[src/rtl/fifo_wr_arbiter_if.sv]
// Bundle of the producer-side request bus and the FIFO write-port signals
// shared between fifo_wr_arbiter and its environment.
interface fifo_wr_arbiter_if #(
  parameter int NUM_REQ    = 4,
  parameter int DATA_WIDTH = 16,
  parameter int CNT_WIDTH  = 16
);
  logic [NUM_REQ-1:0]            req_valid;
  logic [NUM_REQ*DATA_WIDTH-1:0] req_data;
  logic [NUM_REQ-1:0]            req_grant;
  logic                          wr_en;
  logic [DATA_WIDTH-1:0]         data_in;
  logic                          full;
  logic                          almostfull;
  logic                          wr_ack;
  logic                          overflow;
  logic [1:0]                    arb_state;
  logic [CNT_WIDTH-1:0]          wr_count;
  logic                          overflow_err;

  // Environment side: producers and FIFO status drive, arbiter results observed.
  modport master (
    output req_valid, req_data, full, almostfull, wr_ack, overflow,
    input  req_grant, wr_en, data_in, arb_state, wr_count, overflow_err
  );

  // Arbiter side.
  modport slave (
    input  req_valid, req_data, full, almostfull, wr_ack, overflow,
    output req_grant, wr_en, data_in, arb_state, wr_count, overflow_err
  );
endinterface

[src/rtl/fifo_wr_arbiter.sv]
// Round-robin write arbiter: shares one FIFO write port between NUM_REQ
// producers, throttled by full/almostfull so the FIFO is never overrun.
// Also counts write acknowledges and latches a sticky overflow error.
module fifo_wr_arbiter #(
  parameter int NUM_REQ    = 4,
  parameter int DATA_WIDTH = 16,
  parameter int CNT_WIDTH  = 16
) (
  input logic              clk,
  input logic              rst_n,
  fifo_wr_arbiter_if.slave bus
);

  localparam int PTR_W = (NUM_REQ > 1) ? $clog2(NUM_REQ) : 1;

  typedef enum logic [1:0] {
    IDLE  = 2'b00,
    GRANT = 2'b01,
    STALL = 2'b10
  } arb_state_t;

  arb_state_t            state_q;
  logic [PTR_W-1:0]      ptr_q;
  logic [NUM_REQ-1:0]    grant_q;
  logic                  wr_en_q;
  logic [DATA_WIDTH-1:0] data_q;
  logic [CNT_WIDTH-1:0]  count_q;
  logic                  ovf_err_q;

  logic [NUM_REQ-1:0]    eligible;
  logic                  blocked;
  logic                  found;
  logic [PTR_W-1:0]      win;
  logic [PTR_W-1:0]      idx;
  logic [DATA_WIDTH-1:0] win_data;

  function automatic logic [PTR_W-1:0] wrap_idx(input int unsigned v);
    return PTR_W'(v % NUM_REQ);
  endfunction

  // Find the first eligible requester at or after the pointer; scanning offsets
  // from the far end down lets the nearest hit overwrite the others.
  always_comb begin
    eligible = bus.req_valid & ~grant_q;
    blocked  = bus.full | (bus.almostfull & wr_en_q);
    found    = 1'b0;
    win      = ptr_q;
    idx      = ptr_q;
    for (int k = NUM_REQ - 1; k >= 0; k--) begin
      idx = wrap_idx(32'(ptr_q) + 32'(k));
      if (eligible[idx]) begin
        found = 1'b1;
        win   = idx;
      end
    end
  end

  // Select the winning requester's data word.
  always_comb begin
    win_data = '0;
    for (int i = 0; i < NUM_REQ; i++) begin
      if (PTR_W'(i) == win) begin
        win_data = bus.req_data[i*DATA_WIDTH +: DATA_WIDTH];
      end
    end
  end

  // Register the grant decision, write strobe, data and arbiter state.
  always_ff @(posedge clk or negedge rst_n) begin
    if (!rst_n) begin
      wr_en_q <= 1'b0;
      data_q  <= '0;
      grant_q <= '0;
      ptr_q   <= '0;
      state_q <= IDLE;
    end else if (!blocked && found) begin
      wr_en_q <= 1'b1;
      data_q  <= win_data;
      grant_q <= NUM_REQ'(1) << win;
      ptr_q   <= wrap_idx(32'(win) + 32'd1);
      state_q <= GRANT;
    end else begin
      wr_en_q <= 1'b0;
      grant_q <= '0;
      state_q <= (|bus.req_valid) ? STALL : IDLE;
    end
  end

  // Count acknowledged writes (wrapping) and latch any FIFO overflow.
  always_ff @(posedge clk or negedge rst_n) begin
    if (!rst_n) begin
      count_q   <= '0;
      ovf_err_q <= 1'b0;
    end else begin
      if (bus.wr_ack) begin
        count_q <= count_q + CNT_WIDTH'(1);
      end
      if (bus.overflow) begin
        ovf_err_q <= 1'b1;
      end
    end
  end

  assign bus.wr_en        = wr_en_q;
  assign bus.data_in      = data_q;
  assign bus.req_grant    = grant_q;
  assign bus.arb_state    = state_q;
  assign bus.wr_count     = count_q;
  assign bus.overflow_err = ovf_err_q;

endmodule

[src/flat_wrapper.sv]
// flat-port wrapper written by rule: the top's interface ports become plain ports
module fifo_wr_arbiter_flat 
#(
  parameter int NUM_REQ    = 4,
  parameter int DATA_WIDTH = 16,
  parameter int CNT_WIDTH  = 16
)
  (clk, rst_n, bus_req_valid, bus_req_data, bus_full, bus_almostfull, bus_wr_ack, bus_overflow, bus_req_grant, bus_wr_en, bus_data_in, bus_arb_state, bus_wr_count, bus_overflow_err);
  fifo_wr_arbiter_if #(.NUM_REQ(NUM_REQ), .DATA_WIDTH(DATA_WIDTH), .CNT_WIDTH(CNT_WIDTH)) bus_i ();
  input logic clk;
  input logic rst_n;
  input wire logic [$bits(bus_i.req_valid)-1:0] bus_req_valid;
  input wire logic [$bits(bus_i.req_data)-1:0] bus_req_data;
  input wire logic [$bits(bus_i.full)-1:0] bus_full;
  input wire logic [$bits(bus_i.almostfull)-1:0] bus_almostfull;
  input wire logic [$bits(bus_i.wr_ack)-1:0] bus_wr_ack;
  input wire logic [$bits(bus_i.overflow)-1:0] bus_overflow;
  output wire logic [$bits(bus_i.req_grant)-1:0] bus_req_grant;
  output wire logic [$bits(bus_i.wr_en)-1:0] bus_wr_en;
  output wire logic [$bits(bus_i.data_in)-1:0] bus_data_in;
  output wire logic [$bits(bus_i.arb_state)-1:0] bus_arb_state;
  output wire logic [$bits(bus_i.wr_count)-1:0] bus_wr_count;
  output wire logic [$bits(bus_i.overflow_err)-1:0] bus_overflow_err;
  assign bus_i.req_valid = bus_req_valid;
  assign bus_i.req_data = bus_req_data;
  assign bus_i.full = bus_full;
  assign bus_i.almostfull = bus_almostfull;
  assign bus_i.wr_ack = bus_wr_ack;
  assign bus_i.overflow = bus_overflow;
  assign bus_req_grant = bus_i.req_grant;
  assign bus_wr_en = bus_i.wr_en;
  assign bus_data_in = bus_i.data_in;
  assign bus_arb_state = bus_i.arb_state;
  assign bus_wr_count = bus_i.wr_count;
  assign bus_overflow_err = bus_i.overflow_err;
  fifo_wr_arbiter #(.NUM_REQ(NUM_REQ), .DATA_WIDTH(DATA_WIDTH), .CNT_WIDTH(CNT_WIDTH)) u_core (.clk(clk), .rst_n(rst_n), .bus(bus_i));
endmodule
[config.mk]
export PLATFORM = sky130hd
export DESIGN_NAME = fifo_wr_arbiter_flat
export DESIGN_NICKNAME = d
export VERILOG_FILES = /design/src/rtl/fifo_wr_arbiter_if.sv /design/src/rtl/fifo_wr_arbiter.sv /design/src/flat_wrapper.sv
export SDC_FILE = /design/constraint.sdc
export NUM_CORES = 1
export LEC_CHECK = 0
export BUFFER_PORTS_ARGS = -buffer_cell sky130_fd_sc_hd__clkbuf_2
export CORE_MARGIN = 2
export CORE_UTILIZATION = 25
export CTS_CLUSTER_DIAMETER = 60
export DETAILED_ROUTE_END_ITERATION = 6
export PLACE_DENSITY_LB_ADDON = 0.08
export SLEW_MARGIN = 30
export SYNTH_ARGS = -nofsm -noshare
export SYNTH_HDL_FRONTEND = slang
export SYNTH_SLANG_ARGS = --single-unit
[constraint.sdc]
create_clock -name clk -period 5.05 [get_ports clk]
set_clock_uncertainty 0.2 [all_clocks]
set_input_delay 0.2525 -clock clk [delete_from_list [all_inputs] [get_ports clk]]
set_output_delay 0.2525 -clock clk [all_outputs]
set_load 0.05 [all_outputs]
=== Yosys cells after proc, flatten, opt, wreduce, memory -nomap -nowiden ===
Index checks and enable logic that the tools add are counted.

* Flip-flop bits (word level): 42
* Output and inout bits: 40
* Input port bits: 74

* Bitwise gates (word level): 4
* Eq/ne operators: 3
* Reductions and logical operators: 4
* Add/subtract/negate cells: 5
* Order comparisons: 4
* Shifts and indexed selects: 1
* Muxes and demuxes: 24

{| class="wikitable"
|+ Operator list
! operator !! count
|-
| two-way mux 16 bit || 4
|-
| adder 16 x 1 -> 16 bit (second input constant) || 1
|-
| less-than comparator 2 x 3 -> 1 bit (second input constant) || 4
|-
| two-way mux 2 bit || 6
|-
| two-way mux 1 bit || 9
|-
| binary-select mux 1 bit (select 2 bit) || 4
|-
| adder 2 x 1 -> 2 bit (second input constant) || 2
|-
| adder 2 bit (second input constant) || 2
|-
| AND 4 bit || 1
|-
| equality test 2 bit (first input constant) || 2
|-
| two-way mux 4 bit || 1
|-
| NOT 4 bit || 1
|-
| OR reduction 4 bit || 1
|-
| left shift 1 x 2 -> 4 bit (first input constant) || 1
|-
| equality test 1 x 2 -> 1 bit (first input constant) || 1
|-
| zero test 2 bit || 1
|-
| AND 1 bit || 1
|-
| logical AND 1 bit || 1
|-
| zero test 1 bit || 1
|-
| OR 1 bit || 1
|}

=== Depth between registers and ports, before layout ===
Gate-level depths: netlist (run 1).

* Depth after elaboration: 13
* Mapped depth: 12

=== Worst setup path before layout (run 1) ===
Ideal clock, no wire load.

* Kind: register -> register
* Start point: reg u_core.grant_q[0] (netlist: u_core.bus.req_grant[0])
* End point: reg u_core.data_q[0] (netlist: u_core.bus.data_in[0])
* Data required time: 4.725 ns
* Buffers on the path: 3
* Arrival: 2.789 ns
* Stages on the path, launching flop included: 13
* Setup time: 0.125 ns
* Setup slack: 1.936 ns
* Path through: dfrtp_1 nand2b_1 and3b_1 or4_1 o21ai_0 ha_1 buf_4 nor2b_2 buf_6 buf_6 a221oi_2 o31ai_1 mux2_4

* Cells in the longest elaborated chain, start to end: 13
* Elaborated cells between the ends (all ways): 27

{| class="wikitable"
|+ Ends and longest elaborated chain
! what !! line !! source
|-
| start, declared || fifo_wr_arbiter.sv:24 || <nowiki>logic [NUM_REQ-1:0] grant_q;</nowiki>
|-
| start signal, assigned || fifo_wr_arbiter.sv:79 || <nowiki>grant_q <= NUM_REQ'(1) << win;</nowiki>
|-
| NOT 4 bit (*) || fifo_wr_arbiter.sv:44 || <nowiki>eligible = bus.req_valid & ~grant_q;</nowiki>
|-
| AND 4 bit (*) || fifo_wr_arbiter.sv:44 ||
|-
| binary-select mux 1 bit (select 2 bit) || fifo_wr_arbiter.sv:51 || <nowiki>if (eligible[idx]) begin</nowiki>
|-
| two-way mux 1 bit (not written as such) || fifo_wr_arbiter.sv:51 ||
|-
| two-way mux 2 bit (4 in series) || fifo_wr_arbiter.sv:51 ||
|-
| zero test 2 bit || fifo_wr_arbiter.sv:62 || <nowiki>if (PTR_W'(i) == win) begin</nowiki>
|-
| two-way mux 16 bit (4 in series) || fifo_wr_arbiter.sv:62 ||
|-
| end signal, assigned || fifo_wr_arbiter.sv:78 || <nowiki>data_q <= win_data;</nowiki>
|-
| end, declared || fifo_wr_arbiter.sv:26 || <nowiki>logic [DATA_WIDTH-1:0] data_q;</nowiki>
|}

Mark *: on every way between the ends. The rest lies on a longest branch, timed or not. The select of a mux whose other input is x is not followed.
A chain may end at the register's enable or synchronous reset.

=== Worst setup path in the final report (run 1) ===
* Start point: reg u_core.grant_q[0] (netlist: u_core.bus.req_grant[0])
* End point: reg u_core.data_q[7] (netlist: u_core.bus.data_in[7])

The elaborated chain is that of the path after synthesis.

==> metrics.log, run 1 <==
INFO  metric layout.filler_cells = 975
INFO  metric start_util = 25.8%
INFO  metric via_count = 2014
INFO  metric reg2regPathDepth = 9
INFO  metric grt_setup_unrepaired = no
INFO  metric ant_nets = 0
INFO  metric finish.utilization = 34.9%
INFO  metric syn_nets = 291
INFO  metric grt_pass1_vias = 2025
INFO  metric die-area = 0.0104 sq mm
INFO  metric hpwl_detailed = between 4000 and 5000 um
INFO  metric synth_top_area_share = between 40% and 50%
INFO  metric layout-drive-gt1-share = 48.8%
INFO  metric cp_slowest_stage_delay = 790 ps
INFO  metric crit_required = between 5000 and 6000 ps
INFO  metric worstHoldEndpoint = u_core.bus.arb_state[1]$_DFF_PN0_
INFO  metric endpoint_kind = flop
INFO  metric timing.critical_path.fanout_max = 16
INFO  metric postSynth.asyncResetShare = 100%
INFO  metric period_needed = around 3400 ps
INFO  metric critPathKind = reg -> reg
INFO  metric path_category_of_the_worst_min_delay_check = in -> reg
INFO  metric worstMarginPinSlew = 989 ps
INFO  metric synth_warnings = 0
INFO  metric r2r_start = u_core.bus.req_grant[0]$_DFF_PN0_
INFO  metric crit_chain = nand2b_1, and3b_1, or4_1, o21ai_0, ha_1, nor2b_2, a221oi_1, o31ai_1, mux2_2
INFO  metric dp.cells = between 400 and 500
INFO  metric cts-buffers-inserted = 5
INFO  metric boundaryPins = 114
INFO  metric timing.rr.end = u_core.bus.data_in[7]$_DFFE_PN0P_
INFO  metric worst_hold_path_depth = 3
INFO  metric timing.final.max_slew_violations = 0
INFO  metric grt_first_pass_wirelength = 9950 um
INFO  metric wl = 6310 um
INFO  metric htreeDepth = 2
INFO  metric hold_path_startpoint = bus_req_valid[1]
INFO  metric multi_input_comb_area = around 0.0013 sq mm
INFO  metric avgRoutedWirePerCell = about 14 um
INFO  metric largest_cells_by_area_after_synthesis = sky130_fd_sc_hd__dfrtp_1 (43%), sky130_fd_sc_hd__a221oi_2 (6.3%), sky130_fd_sc_hd__mux2_4 (6.3%)
INFO  metric layout.area.seq = 0.00103 sq mm
INFO  metric static_leak = between 1.5 and 2 nW
INFO  metric setup_viol_count_final = 0
INFO  metric drtIter0Drc = 26
INFO  metric post-route-drc-count = 0
INFO  metric synth_edf_count = 0
INFO  metric largest_net_degree_at_the_start_of_global_routing = 42
INFO  metric fp.dieW = ~100 um
INFO  metric vias_per_cell = 4.45
INFO  metric detail_route.first_pass.iterations = 4
INFO  metric numClockSinks = 41
INFO  metric final_antenna_diode_count = 0
INFO  metric globalplace.congestion = between 0.7 and 0.8
INFO  metric number_of_antenna_violations_at_the_first_check_in_global_routing = 0
INFO  metric crit_slowest_cell = sky130_fd_sc_hd__nor2b_2
INFO  metric clkLatencyLatePin = 300 ps
INFO  metric setup_total_negative_slack = 0 ps
INFO  metric power_density = about 640 mW/mm^2
INFO  metric core_region_area = 0.00928 sq mm
INFO  metric crit_arrival = 3400 ps
INFO  metric cts_clock_pin_slew_for_the_worst_setup_and_hold_paths = 90 ps
INFO  metric netlist_area = around 0.0024 sq mm
INFO  metric post_cts_buffers = 0
INFO  metric status = completed
INFO  metric syn_area_per_cell = 11.3 sq um
INFO  metric dieHeight = a little over 100 um
INFO  metric number_of_failing_hold_endpoints_at_the_final_stage = 0
INFO  metric timing.fmax = 0.298 GHz
INFO  metric drv_cap = 0
INFO  metric rows = 35
INFO  metric synth_ff_type = sky130_fd_sc_hd__dfrtp_1
INFO  metric final_design_area_no_fill = 0.00324 sq mm
INFO  metric worst_slew_margin_rel = 33.8%
INFO  metric post_synth_top_area_cell = sky130_fd_sc_hd__dfrtp_1
INFO  metric fin_crit_sh = 66.5%
INFO  metric buffer_ports.inserted = 113
INFO  metric dpl_cell_area = approximately 0.003 sq mm
INFO  metric flow.area_growth_from_synthesis = 35.3%
INFO  metric overflow = 0
INFO  metric r2r_setup_slack = 1690 ps
INFO  metric fin_nets = 402
INFO  metric stdcell_count = 453
INFO  metric startpoint_type = flop
INFO  metric tritoncts = built
INFO  metric syn_inst = 212
INFO  metric cts-root-to-sink-buffers = 2
INFO  metric global_route.usage.total = 12.5%
INFO  metric fraction_of_the_yosys_area_taken_by_sequential_cells = a little over two fifths
INFO  metric clockRootBuffer = sky130_fd_sc_hd__clkbuf_8
INFO  metric ir_worst_vdd = 0.000225 V
INFO  metric ys_ff_latch = 41
INFO  metric yosysUniqueCellTypes = 42
-- critical path: cells and delay by family (launching register included) --
family	cells	cell delay, ps
DFF	1	370
adders and majority gates	1	200
muxes	1	180
AOI/OAI and AO/OA	3	600
and+or+nand+nor	4	1740
-- cells in the mapped netlist, types with 4 or more instances --
| master | instances |
|---|---|
| sky130_fd_sc_hd__mux2_2 | 5 |
| sky130_fd_sc_hd__o31ai_1 | 16 |
| sky130_fd_sc_hd__xnor2_1 | 13 |
| sky130_fd_sc_hd__nand2_1 | 23 |
| sky130_fd_sc_hd__clkbuf_1 | 5 |
| sky130_fd_sc_hd__and3_1 | 4 |
| sky130_fd_sc_hd__buf_2 | 4 |
| sky130_fd_sc_hd__nor2b_1 | 16 |
| sky130_fd_sc_hd__and2_1 | 5 |
| sky130_fd_sc_hd__nand3_1 | 6 |
| sky130_fd_sc_hd__a221oi_2 | 10 |
| sky130_fd_sc_hd__mux2_4 | 10 |
| sky130_fd_sc_hd__a221oi_1 | 6 |
| sky130_fd_sc_hd__nor2_1 | 4 |
| sky130_fd_sc_hd__ha_1 | 5 |
| sky130_fd_sc_hd__dfrtp_1 | 41 |
-- report_power, final --
part / total [mW] / internal [mW] / switching, mW
combinational: 1.22 / 0.452 / 0.763
sequential: 0.522 / 0.436 / 0.0852
clock: 0.321 / 0.197 / 0.124
total: 2.06 / 1.09 / 0.972
-- through the flow --
step	power [mW]	hold WS, ps	setup slack (ps)
after floorplan	1.50	-243	1940
after global placement	1.74	184	1720
after detailed placement	1.76	184	1630
after CTS	2.09	3.61	1620
after global routing	2.21	21.6	1430
final	2.06	17.4	1690
-- final cells by class --
cell class / instances / share of cell area (%)
Sequential cell: 41 / 31.7
Timing Repair Buffer: 120 / 19.9
Tap cell: 129 / 4.98
Multi-Input combinational cell: 154 / 39.1
Inverter: 1 / 0.116
Clock buffer: 5 / 2.13
Clock inverter: 3 / 2.01
-- sequential cells by signal, indices dropped and copies added (netlist names) --
name,flops
u_core.bus.arb_state,2
u_core.bus.data_in,16
u_core.bus.overflow_err,1
u_core.bus.req_grant,4
u_core.bus.wr_count,16
u_core.ptr_q,2
-- logic make-up (layout without fill, tap and decap cells) --
kind of cell             after synthesis  after routing  share of synthesized area [%]
AO/OA/AOI/OAI                         41             41                           16.6
flip-flops                            41             41                           42.9
buffers and inverters                 17            129                           4.29
adder cells (fa/ha/maj)                5              5                           2.61
AND/OR/NAND/NOR                       75             75                           18.1
multiplexers                          18             18                           10.0
XOR/XNOR                              15             15                           5.49
-- routing by layer --
| metal | track usage (%) | part of all wire [%] | routed length [um] |
|---|---|---|---|
| met1 | 16.3 | 45 | 2850 |
| met2 | 19.3 | 45 | 2820 |
| met3 | 4.79 | 9.3 | 589 |
| met4 | 3.38 | 0.81 | 51 |
| met5 | 0 | 0 | 0 |
-- worst max path at each step --
stage,startpoint,endpoint,slack [ps],depth (start not counted)
5_1_grt,u_core.bus.req_grant[0]$_DFF_PN0_,u_core.bus.data_in[8]$_DFFE_PN0P_,1430,9
3_3_place_gp,u_core.bus.req_grant[0]$_DFF_PN0_,u_core.bus.data_in[5]$_DFFE_PN0P_,1720,9
3_5_place_dp,u_core.bus.req_grant[0]$_DFF_PN0_,u_core.bus.data_in[6]$_DFFE_PN0P_,1630,9
6_report,u_core.bus.req_grant[0]$_DFF_PN0_,u_core.bus.data_in[7]$_DFFE_PN0P_,1690,9
4_1_cts,u_core.bus.req_grant[0]$_DFF_PN0_,u_core.bus.data_in[6]$_DFFE_PN0P_,1620,9
2_1_floorplan,u_core.bus.req_grant[0]$_DFF_PN0_,u_core.bus.data_in[0]$_DFFE_PN0P_,1940,12
-- layout by cell type, fill, tap and decap left out, types with 2 or more instances in the layout --
cell type,count
sky130_fd_sc_hd__xor2_1,2
sky130_fd_sc_hd__dlygate4sd3_1,3
sky130_fd_sc_hd__nor2_1,4
sky130_fd_sc_hd__nor3_1,2
sky130_fd_sc_hd__a221oi_1,6
sky130_fd_sc_hd__ha_1,4
sky130_fd_sc_hd__a221oi_2,10
sky130_fd_sc_hd__buf_4,3
sky130_fd_sc_hd__nand3_1,6
sky130_fd_sc_hd__and4_1,3
sky130_fd_sc_hd__bufinv_16,2
sky130_fd_sc_hd__xnor2_1,13
sky130_fd_sc_hd__nand4_1,2
sky130_fd_sc_hd__and2_1,5
sky130_fd_sc_hd__o22ai_1,2
sky130_fd_sc_hd__nor2b_4,2
sky130_fd_sc_hd__nand2_1,23
sky130_fd_sc_hd__mux2_1,3
sky130_fd_sc_hd__clkbuf_8,5
sky130_fd_sc_hd__mux2_4,10
sky130_fd_sc_hd__mux2_2,5
sky130_fd_sc_hd__dfrtp_1,41
sky130_fd_sc_hd__clkbuf_2,113
sky130_fd_sc_hd__o31ai_1,16
sky130_fd_sc_hd__and3_1,4
sky130_fd_sc_hd__nor2b_1,16
-- repair_timing --
| item | in CTS | in global routing |
|---|---|---|
| hold buffers | 3 | 0 |
| gates resized for setup | 0 | 0 |
| endpoints found under the hold margin | 43 | 0 |
Power figures use the tool's default switching activity.
==> run 2, diff against run 1 <==
ABC_AREA = 1   (was not set)
clock period = 3.4 ns   (was 5.05 ns; I/O delays follow)
==> metrics.log, run 2 <==
INFO  metric static_leak = just under 2 nW
INFO  metric layout-drive-gt1-share = 35.3%
INFO  metric largest_cells_by_area_after_synthesis = sky130_fd_sc_hd__dfrtp_1 (40%), sky130_fd_sc_hd__nand2_1 (18%), sky130_fd_sc_hd__o21ai_0 (6.7%)
INFO  metric totalPowerFinal = 4.19 mW
INFO  metric cts-root-to-sink-buffers = 2
INFO  metric hold_ws = -1.30 ps
INFO  metric tritoncts = built
INFO  metric rows = 36
INFO  metric reg2regPathDepth = 19
INFO  metric startpoint_type = flop
INFO  metric timing.fmax = ~0.34 GHz
INFO  metric setup_viol_count_final = 0
INFO  metric clockRootBuffer = sky130_fd_sc_hd__clkbuf_8
INFO  metric worstMarginPinSlew = 547 ps
INFO  metric fin_nets = roughly 540
INFO  metric numClockSinks = ~40
INFO  metric critPathBufInv = 3
INFO  metric cts-buffers-inserted = 5
INFO  metric post-route-drc-count = 0
INFO  metric syn_nets = 415
INFO  metric post_cts_buffers = 0
INFO  metric avgRoutedWirePerCell = 12.6 um
INFO  metric vias_per_cell = 4.18
INFO  metric mostFrequentLayoutCell = sky130_fd_sc_hd__nand2_1
INFO  metric number_of_failing_hold_endpoints_at_the_final_stage = 1
INFO  metric yosysUniqueCellTypes = 31
INFO  metric drtIter0Drc = 63
INFO  metric worstHoldEndpoint = u_core.bus.data_in[7]$_DFFE_PN0P_
INFO  metric ir_worst_vdd = 0.000465 V
INFO  metric dp.cells = between 500 and 600
INFO  metric synth.most_common_cell = sky130_fd_sc_hd__nand2_1
INFO  metric layout.area.seq = 0.00103 sq mm
INFO  metric critical-path-top-delay-family = simple AND/OR/NAND/NOR gates
INFO  metric detail_route.first_pass.iterations = 4
INFO  metric fin_crit_sh = 87.4%
INFO  metric boundaryPins = 114
INFO  metric setup_total_negative_slack = 0 ps
INFO  metric crit_slowest_cell = sky130_fd_sc_hd__dfrtp_1
INFO  metric failed_checks = hold timing
INFO  metric status = finished, violations left
INFO  metric flow.area_growth_from_synthesis = 37.9%
INFO  metric crit_chain = inv_8, nand3_1, nand2_1, nand2_1, nand2_1, o21ai_0, nand2_1, nand2_1, nand2_1, inv_1, ha_1, inv_1, nor2_4, nand2_1, nand2_1, o21ai_0, o21ai_0, nand2_1, nand2_1
INFO  metric hpwl_detailed = 5750 um
INFO  metric fraction_of_the_yosys_area_taken_by_sequential_cells = 40.3%
INFO  metric ys_ff_latch = 41
INFO  metric global_route.usage.total = 13.7%
INFO  metric dieHeight = 105 um
INFO  metric grt_first_pass_wirelength = 12000 um
INFO  metric timing.final.max_slew_violations = 0
INFO  metric syn_inst = 336
INFO  metric timing.critical_path.fanout_max = 16
INFO  metric via_count = approximately 2500
INFO  metric final_antenna_diode_count = 0
INFO  metric largest_net_degree_at_the_start_of_global_routing = 26
INFO  metric drv_cap = 0
INFO  metric final_design_area_no_fill = 0.00351 sq mm
INFO  metric netlist_area = approximately 0.0025 sq mm
INFO  metric period_needed = 2970 ps
INFO  metric critPathKind = reg -> reg
INFO  metric wl = between 7000 and 8000 um
INFO  metric syn_area_per_cell = 7.57 sq um
INFO  metric timing.critical_path.depth = 19
INFO  metric multi_input_comb_area = 0.00129 sq mm
INFO  metric layout.filler_cells = 1104
INFO  metric synth_common_cells = sky130_fd_sc_hd__nand2_1 (121), sky130_fd_sc_hd__dfrtp_1 (41), sky130_fd_sc_hd__o21ai_0 (34), sky130_fd_sc_hd__inv_1 (27), sky130_fd_sc_hd__a21oi_1 (18)
INFO  metric timing.rr.end = u_core.bus.data_in[5]$_DFFE_PN0P_
INFO  metric grt_setup_unrepaired = no
INFO  metric endpoint_kind = flop
INFO  metric synth_edf_count = 0
INFO  metric stdcell_count = 597
INFO  metric crit_required = 3440 ps
INFO  metric final_cell_mix = sky130_fd_sc_hd__nand2_1 (121), sky130_fd_sc_hd__clkbuf_2 (113), sky130_fd_sc_hd__dfrtp_1 (41), sky130_fd_sc_hd__o21ai_0 (34), sky130_fd_sc_hd__inv_1 (27)
INFO  metric grt_pass1_vias = about 2500
INFO  metric globalplace.congestion = 0.764
INFO  metric synth_warnings = 0
INFO  metric ant_nets = 0
INFO  metric synth_ff_type = sky130_fd_sc_hd__dfrtp_1
INFO  metric power_density = 1190 mW/mm^2
INFO  metric cp_slowest_stage_delay = 610 ps
INFO  metric r2r_start = u_core.ptr_q[0]$_DFFE_PN0P_
INFO  metric post_synth_top_area_cell = sky130_fd_sc_hd__dfrtp_1
INFO  metric core_region_area = 0.00982 sq mm
INFO  metric fp.dieW = between 100 and 150 um
INFO  metric r2r_setup_slack = roughly 430 ps
INFO  metric buffer_ports.inserted = approximately 110
INFO  metric htreeDepth = 2
INFO  metric die-area = 0.0110 sq mm
INFO  metric worst_hold_path_depth = 5
INFO  metric postSynth.asyncResetShare = 100%
INFO  metric synth_top_area_share = between 40% and 50%
INFO  metric crit_arrival = about 3000 ps
INFO  metric critical_path.most_common_cell = sky130_fd_sc_hd__nand2_1
INFO  metric dpl_cell_area = 0.00322 sq mm
INFO  metric hold_path_startpoint = bus_req_data[55]
INFO  metric start_util = 25.9%
INFO  metric cts_clock_pin_slew_for_the_worst_setup_and_hold_paths = 80 ps
INFO  metric clkLatencyLatePin = 290 ps
INFO  metric number_of_antenna_violations_at_the_first_check_in_global_routing = 0
INFO  metric overflow = 0
INFO  metric worst_slew_margin_rel = 63.6%
INFO  metric path_category_of_the_worst_min_delay_check = in -> reg
==> run 2: cell types whose count changed after synthesis, moves of 16 or more <==
cell,delta
sky130_fd_sc_hd__o31ai_1,-16
sky130_fd_sc_hd__nand2_1,+98
sky130_fd_sc_hd__inv_1,+26
sky130_fd_sc_hd__a21oi_1,+17
sky130_fd_sc_hd__o21ai_0,+33
sky130_fd_sc_hd__nor2b_1,-16
sky130_fd_sc_hd__nand2_2,+16
==> run 2: cell type report <==
class | count | area share, %
multi-input cells | 249 | 36.8
inverters | 31 | 3.60
clock buffers | 5 | 1.96
repair buffers | 136 | 22.7
clock inverters | 2 | 0.999
well taps | 133 | 4.74
flip-flops and latches | 41 | 29.2
==> run 2: power breakdown <==
group / switching (mW) / internal, mW
Combinational: 2.06 / 0.946
Clock: 0.170 / 0.214
Sequential: 0.142 / 0.661
==> run 2: kinds of logic after synthesis <==
| kind of cell | after synthesis | share of synthesized area [%] |
|---|---|---|
| compound gates | 54 | 10.7 |
| xor+xnor | 14 | 4.82 |
| fa+ha+maj | 5 | 2.46 |
| buf+inv | 46 | 8.95 |
| flops | 41 | 40.3 |
| simple gates | 176 | 32.7 |
==> run 2: per-stage QoR <==
stage | worst slack, ps | util (%)
global placement | 469 | 32.8
global route | 24.4 | 35.7
floorplan | 581 | -
CTS | 388 | 35.7
detailed placement | 419 | 32.8
finish | 427 | 35.7
==> run 2: what timing repair did <==
item                      CTS  global route
hold endpoints to repair   37             0
resized for setup           0             0
hold buffers               18             0
==> run 2: worst max-delay path by stage <==
| stage | startpoint | end | slack [ps] |
|---|---|---|---|
| floorplan | u_core.bus.req_grant[0]$_DFF_PN0_ | u_core.bus.data_in[0]$_DFFE_PN0P_ | 580 |
| global placement | u_core.ptr_q[0]$_DFFE_PN0P_ | u_core.bus.data_in[7]$_DFFE_PN0P_ | 470 |
| detailed placement | u_core.ptr_q[0]$_DFFE_PN0P_ | u_core.bus.data_in[7]$_DFFE_PN0P_ | 420 |
| CTS | u_core.ptr_q[0]$_DFFE_PN0P_ | u_core.bus.data_in[5]$_DFFE_PN0P_ | 390 |
| global route | u_core.ptr_q[0]$_DFFE_PN0P_ | u_core.bus.data_in[10]$_DFFE_PN0P_ | 20 |
| finish | u_core.ptr_q[0]$_DFFE_PN0P_ | u_core.bus.data_in[5]$_DFFE_PN0P_ | 430 |
==> run 2: per-layer routing <==
metal / track usage (%) / vias up / routed length (um)
met4: 3.43 / 0 / 72
met5: 0 / - / 0
met2: 24.8 / 68 / 3790
met1: 16.8 / 1107 / 3330
li1: - / 1317 / -
met3: 2.43 / 5 / 307
==> run 2: worst reg2reg max path, delay by kind of cell (launching register included) <==
family | cells | cell delay (ps)
and+or+nand+nor | 12 | 1240
adders and majority gates | 1 | 150
AOI/OAI and AO/OA | 3 | 500
DFF | 1 | 610
buffers and inverters | 3 | 230
==> run 3, diff against run 2 <==
PLACE_DENSITY = 0.46   (was not set)
PLACE_DENSITY_LB_ADDON = not set   (was 0.08)
==> metrics.log, run 3 (synthesis results as in run 2) <==
INFO  metric r2r_setup_slack = between 400 and 500 ps
INFO  metric power_density = roughly 1200 mW/mm^2
INFO  metric cts_hold_buffers = 18
INFO  metric static_leak = a little under 2 nW
INFO  metric path_category_of_the_worst_min_delay_check = in -> reg
INFO  metric timing.fmax = about 0.33 GHz
INFO  metric worstMarginPinSlew = 553 ps
INFO  metric hpwl_detailed = 5900 um
INFO  metric grt_first_pass_wirelength = approximately 13000 um
INFO  metric cts.repair.resized = 0
INFO  metric buffer_ports.inserted = 113
INFO  metric clockRootBuffer = sky130_fd_sc_hd__clkbuf_8
INFO  metric status = completed
INFO  metric layout.area.seq = 0.00103 sq mm
INFO  metric grt_setup_unrepaired = no
INFO  metric setup_total_negative_slack = 0 ps
INFO  metric mostFrequentLayoutCell = sky130_fd_sc_hd__nand2_1
INFO  metric drv_cap = 0
INFO  metric number_of_antenna_violations_at_the_first_check_in_global_routing = 0
INFO  metric numClockSinks = 41
INFO  metric vias_per_cell = 4.23
INFO  metric via_count = 2528
INFO  metric core_region_area = 0.00982 sq mm
INFO  metric grt_pass1_vias = 2566
INFO  metric cts-buffers-inserted = 5
INFO  metric global_route.usage.total = 14.4%
INFO  metric fp.dieW = between 100 and 150 um
INFO  metric finish.utilization = 35.8%
INFO  metric htreeDepth = 2
INFO  metric drtIter0Drc = 110
INFO  metric multi_input_comb_area = around 0.0013 sq mm
INFO  metric setup_viol_count_final = 0
INFO  metric detail_route.first_pass.iterations = 4
INFO  metric crit_arrival = 3030 ps
INFO  metric final_cell_mix = sky130_fd_sc_hd__nand2_1 (121), sky130_fd_sc_hd__clkbuf_2 (113), sky130_fd_sc_hd__dfrtp_1 (41), sky130_fd_sc_hd__o21ai_0 (34), sky130_fd_sc_hd__inv_1 (27)
INFO  metric ant_nets = 0
INFO  metric worst_slew_margin_rel = 63.1%
INFO  metric startpoint_type = flop
INFO  metric rows = 36
INFO  metric globalplace.congestion = 0.778
INFO  metric crit_required = 3440 ps
INFO  metric post-route-drc-count = 0
INFO  metric timing.final.max_slew_violations = 0
INFO  metric layout.filler_cells = about 1100
INFO  metric layout-drive-gt1-share = 35.5%
INFO  metric avgRoutedWirePerCell = around 13 um
INFO  metric overflow = 0
INFO  metric cts-root-to-sink-buffers = 2
INFO  metric dieHeight = 105 um
INFO  metric endpoint_kind = flop
INFO  metric die-area = about 0.011 sq mm
INFO  metric final_antenna_diode_count = 0
INFO  metric post_cts_buffers = 0
INFO  metric tritoncts = built
INFO  metric fin_nets = ~540
INFO  metric timing.critical_path.fanout_max = 16
INFO  metric flow.area_growth_from_synthesis = 38.1%
INFO  metric period_needed = 2990 ps
INFO  metric start_util = 25.9%
INFO  metric ir_worst_vdd = 0.000563 V
INFO  metric clkLatencyLatePin = 290 ps
INFO  metric number_of_failing_hold_endpoints_at_the_final_stage = 0
INFO  metric critPathKind = reg -> reg
INFO  metric fin_crit_sh = about 90%
INFO  metric cts_clock_pin_slew_for_the_worst_setup_and_hold_paths = 90 ps
INFO  metric boundaryPins = 114
INFO  metric largest_net_degree_at_the_start_of_global_routing = 27
INFO  metric wl = 7640 um
-- run 3: where the power goes --
part,switching [mW],internal [mW]
Combinational,2.05,0.910
Sequential,0.146,0.661
Clock,0.188,0.239
-- run 3: per-layer routing --
| layer | global-route usage, % | vias to the layer above | wire (um) |
|---|---|---|---|
| li1 | - | 1307 | - |
| met1 | 17.6 | 1131 | 3450 |
| met2 | 25.4 | 81 | 3670 |
| met3 | 3.31 | 9 | 426 |
| met4 | 3.62 | 0 | 96 |
| met5 | 0 | - | 0 |
-- run 3: per-stage QoR --
step / hold WS [ps] / cells / cell area (sq um) / worst slack, ps / total power, mW
4_1_cts: 4.75 / 598 / 3510 / 343 / 4.27
3_3_place_gp: -64.6 / 572 / 3210 / 440 / 3.78
6_report: 6.93 / 598 / 3510 / 410 / 4.19
2_1_floorplan: -326 / 336 / 2540 / 581 / 3.15
3_5_place_dp: -67.6 / 572 / 3210 / 362 / 3.81
5_1_grt: 33.4 / 598 / 3510 / 0.794 / 4.67
-- run 3: path summary, 6_finish.rpt --
kind	startpoint	end	cells past startpoint
max reg2reg	u_core.ptr_q[0]$_DFFE_PN0P_	u_core.bus.data_in[10]$_DFFE_PN0P_	19
min	bus_req_data[58]	u_core.bus.data_in[10]$_DFFE_PN0P_	5
min reg2reg	u_core.bus.overflow_err$_DFFE_PN0P_	u_core.bus.overflow_err$_DFFE_PN0P_	1
min in group asynchronous	rst_n	u_core.bus.wr_count[1]$_DFFE_PN0P_	2
max in group asynchronous	rst_n	u_core.bus.data_in[4]$_DFFE_PN0P_	3
max	u_core.ptr_q[0]$_DFFE_PN0P_	u_core.bus.data_in[10]$_DFFE_PN0P_	19
-- run 3: critical path, cell delays in order (launching register included) --
cell and delay (ps):
sky130_fd_sc_hd__dfrtp_1 620, sky130_fd_sc_hd__inv_8 70, sky130_fd_sc_hd__nand2_2 70, sky130_fd_sc_hd__nand2_2 70, sky130_fd_sc_hd__nand3_2 80, sky130_fd_sc_hd__nand2_2 80, sky130_fd_sc_hd__o21ai_0 250, sky130_fd_sc_hd__nand2_1 90
sky130_fd_sc_hd__nand2_1 80, sky130_fd_sc_hd__nand2_1 100, sky130_fd_sc_hd__inv_1 100, sky130_fd_sc_hd__ha_1 150, sky130_fd_sc_hd__inv_1 70, sky130_fd_sc_hd__nor2_4 330, sky130_fd_sc_hd__nand2_1 90, sky130_fd_sc_hd__nand2_1 110
sky130_fd_sc_hd__o21ai_0 80, sky130_fd_sc_hd__o21ai_0 160, sky130_fd_sc_hd__nand2_1 80, sky130_fd_sc_hd__nand2_2 70
-- run 3: final cells by class --
type,instances,area share (%)
multi-input cells,249,36.7
flip-flops and latches,41,29.2
repair buffers,136,22.3
well taps,133,4.74
inverters,31,3.60
clock buffers,6,2.35
clock inverters,2,1.07
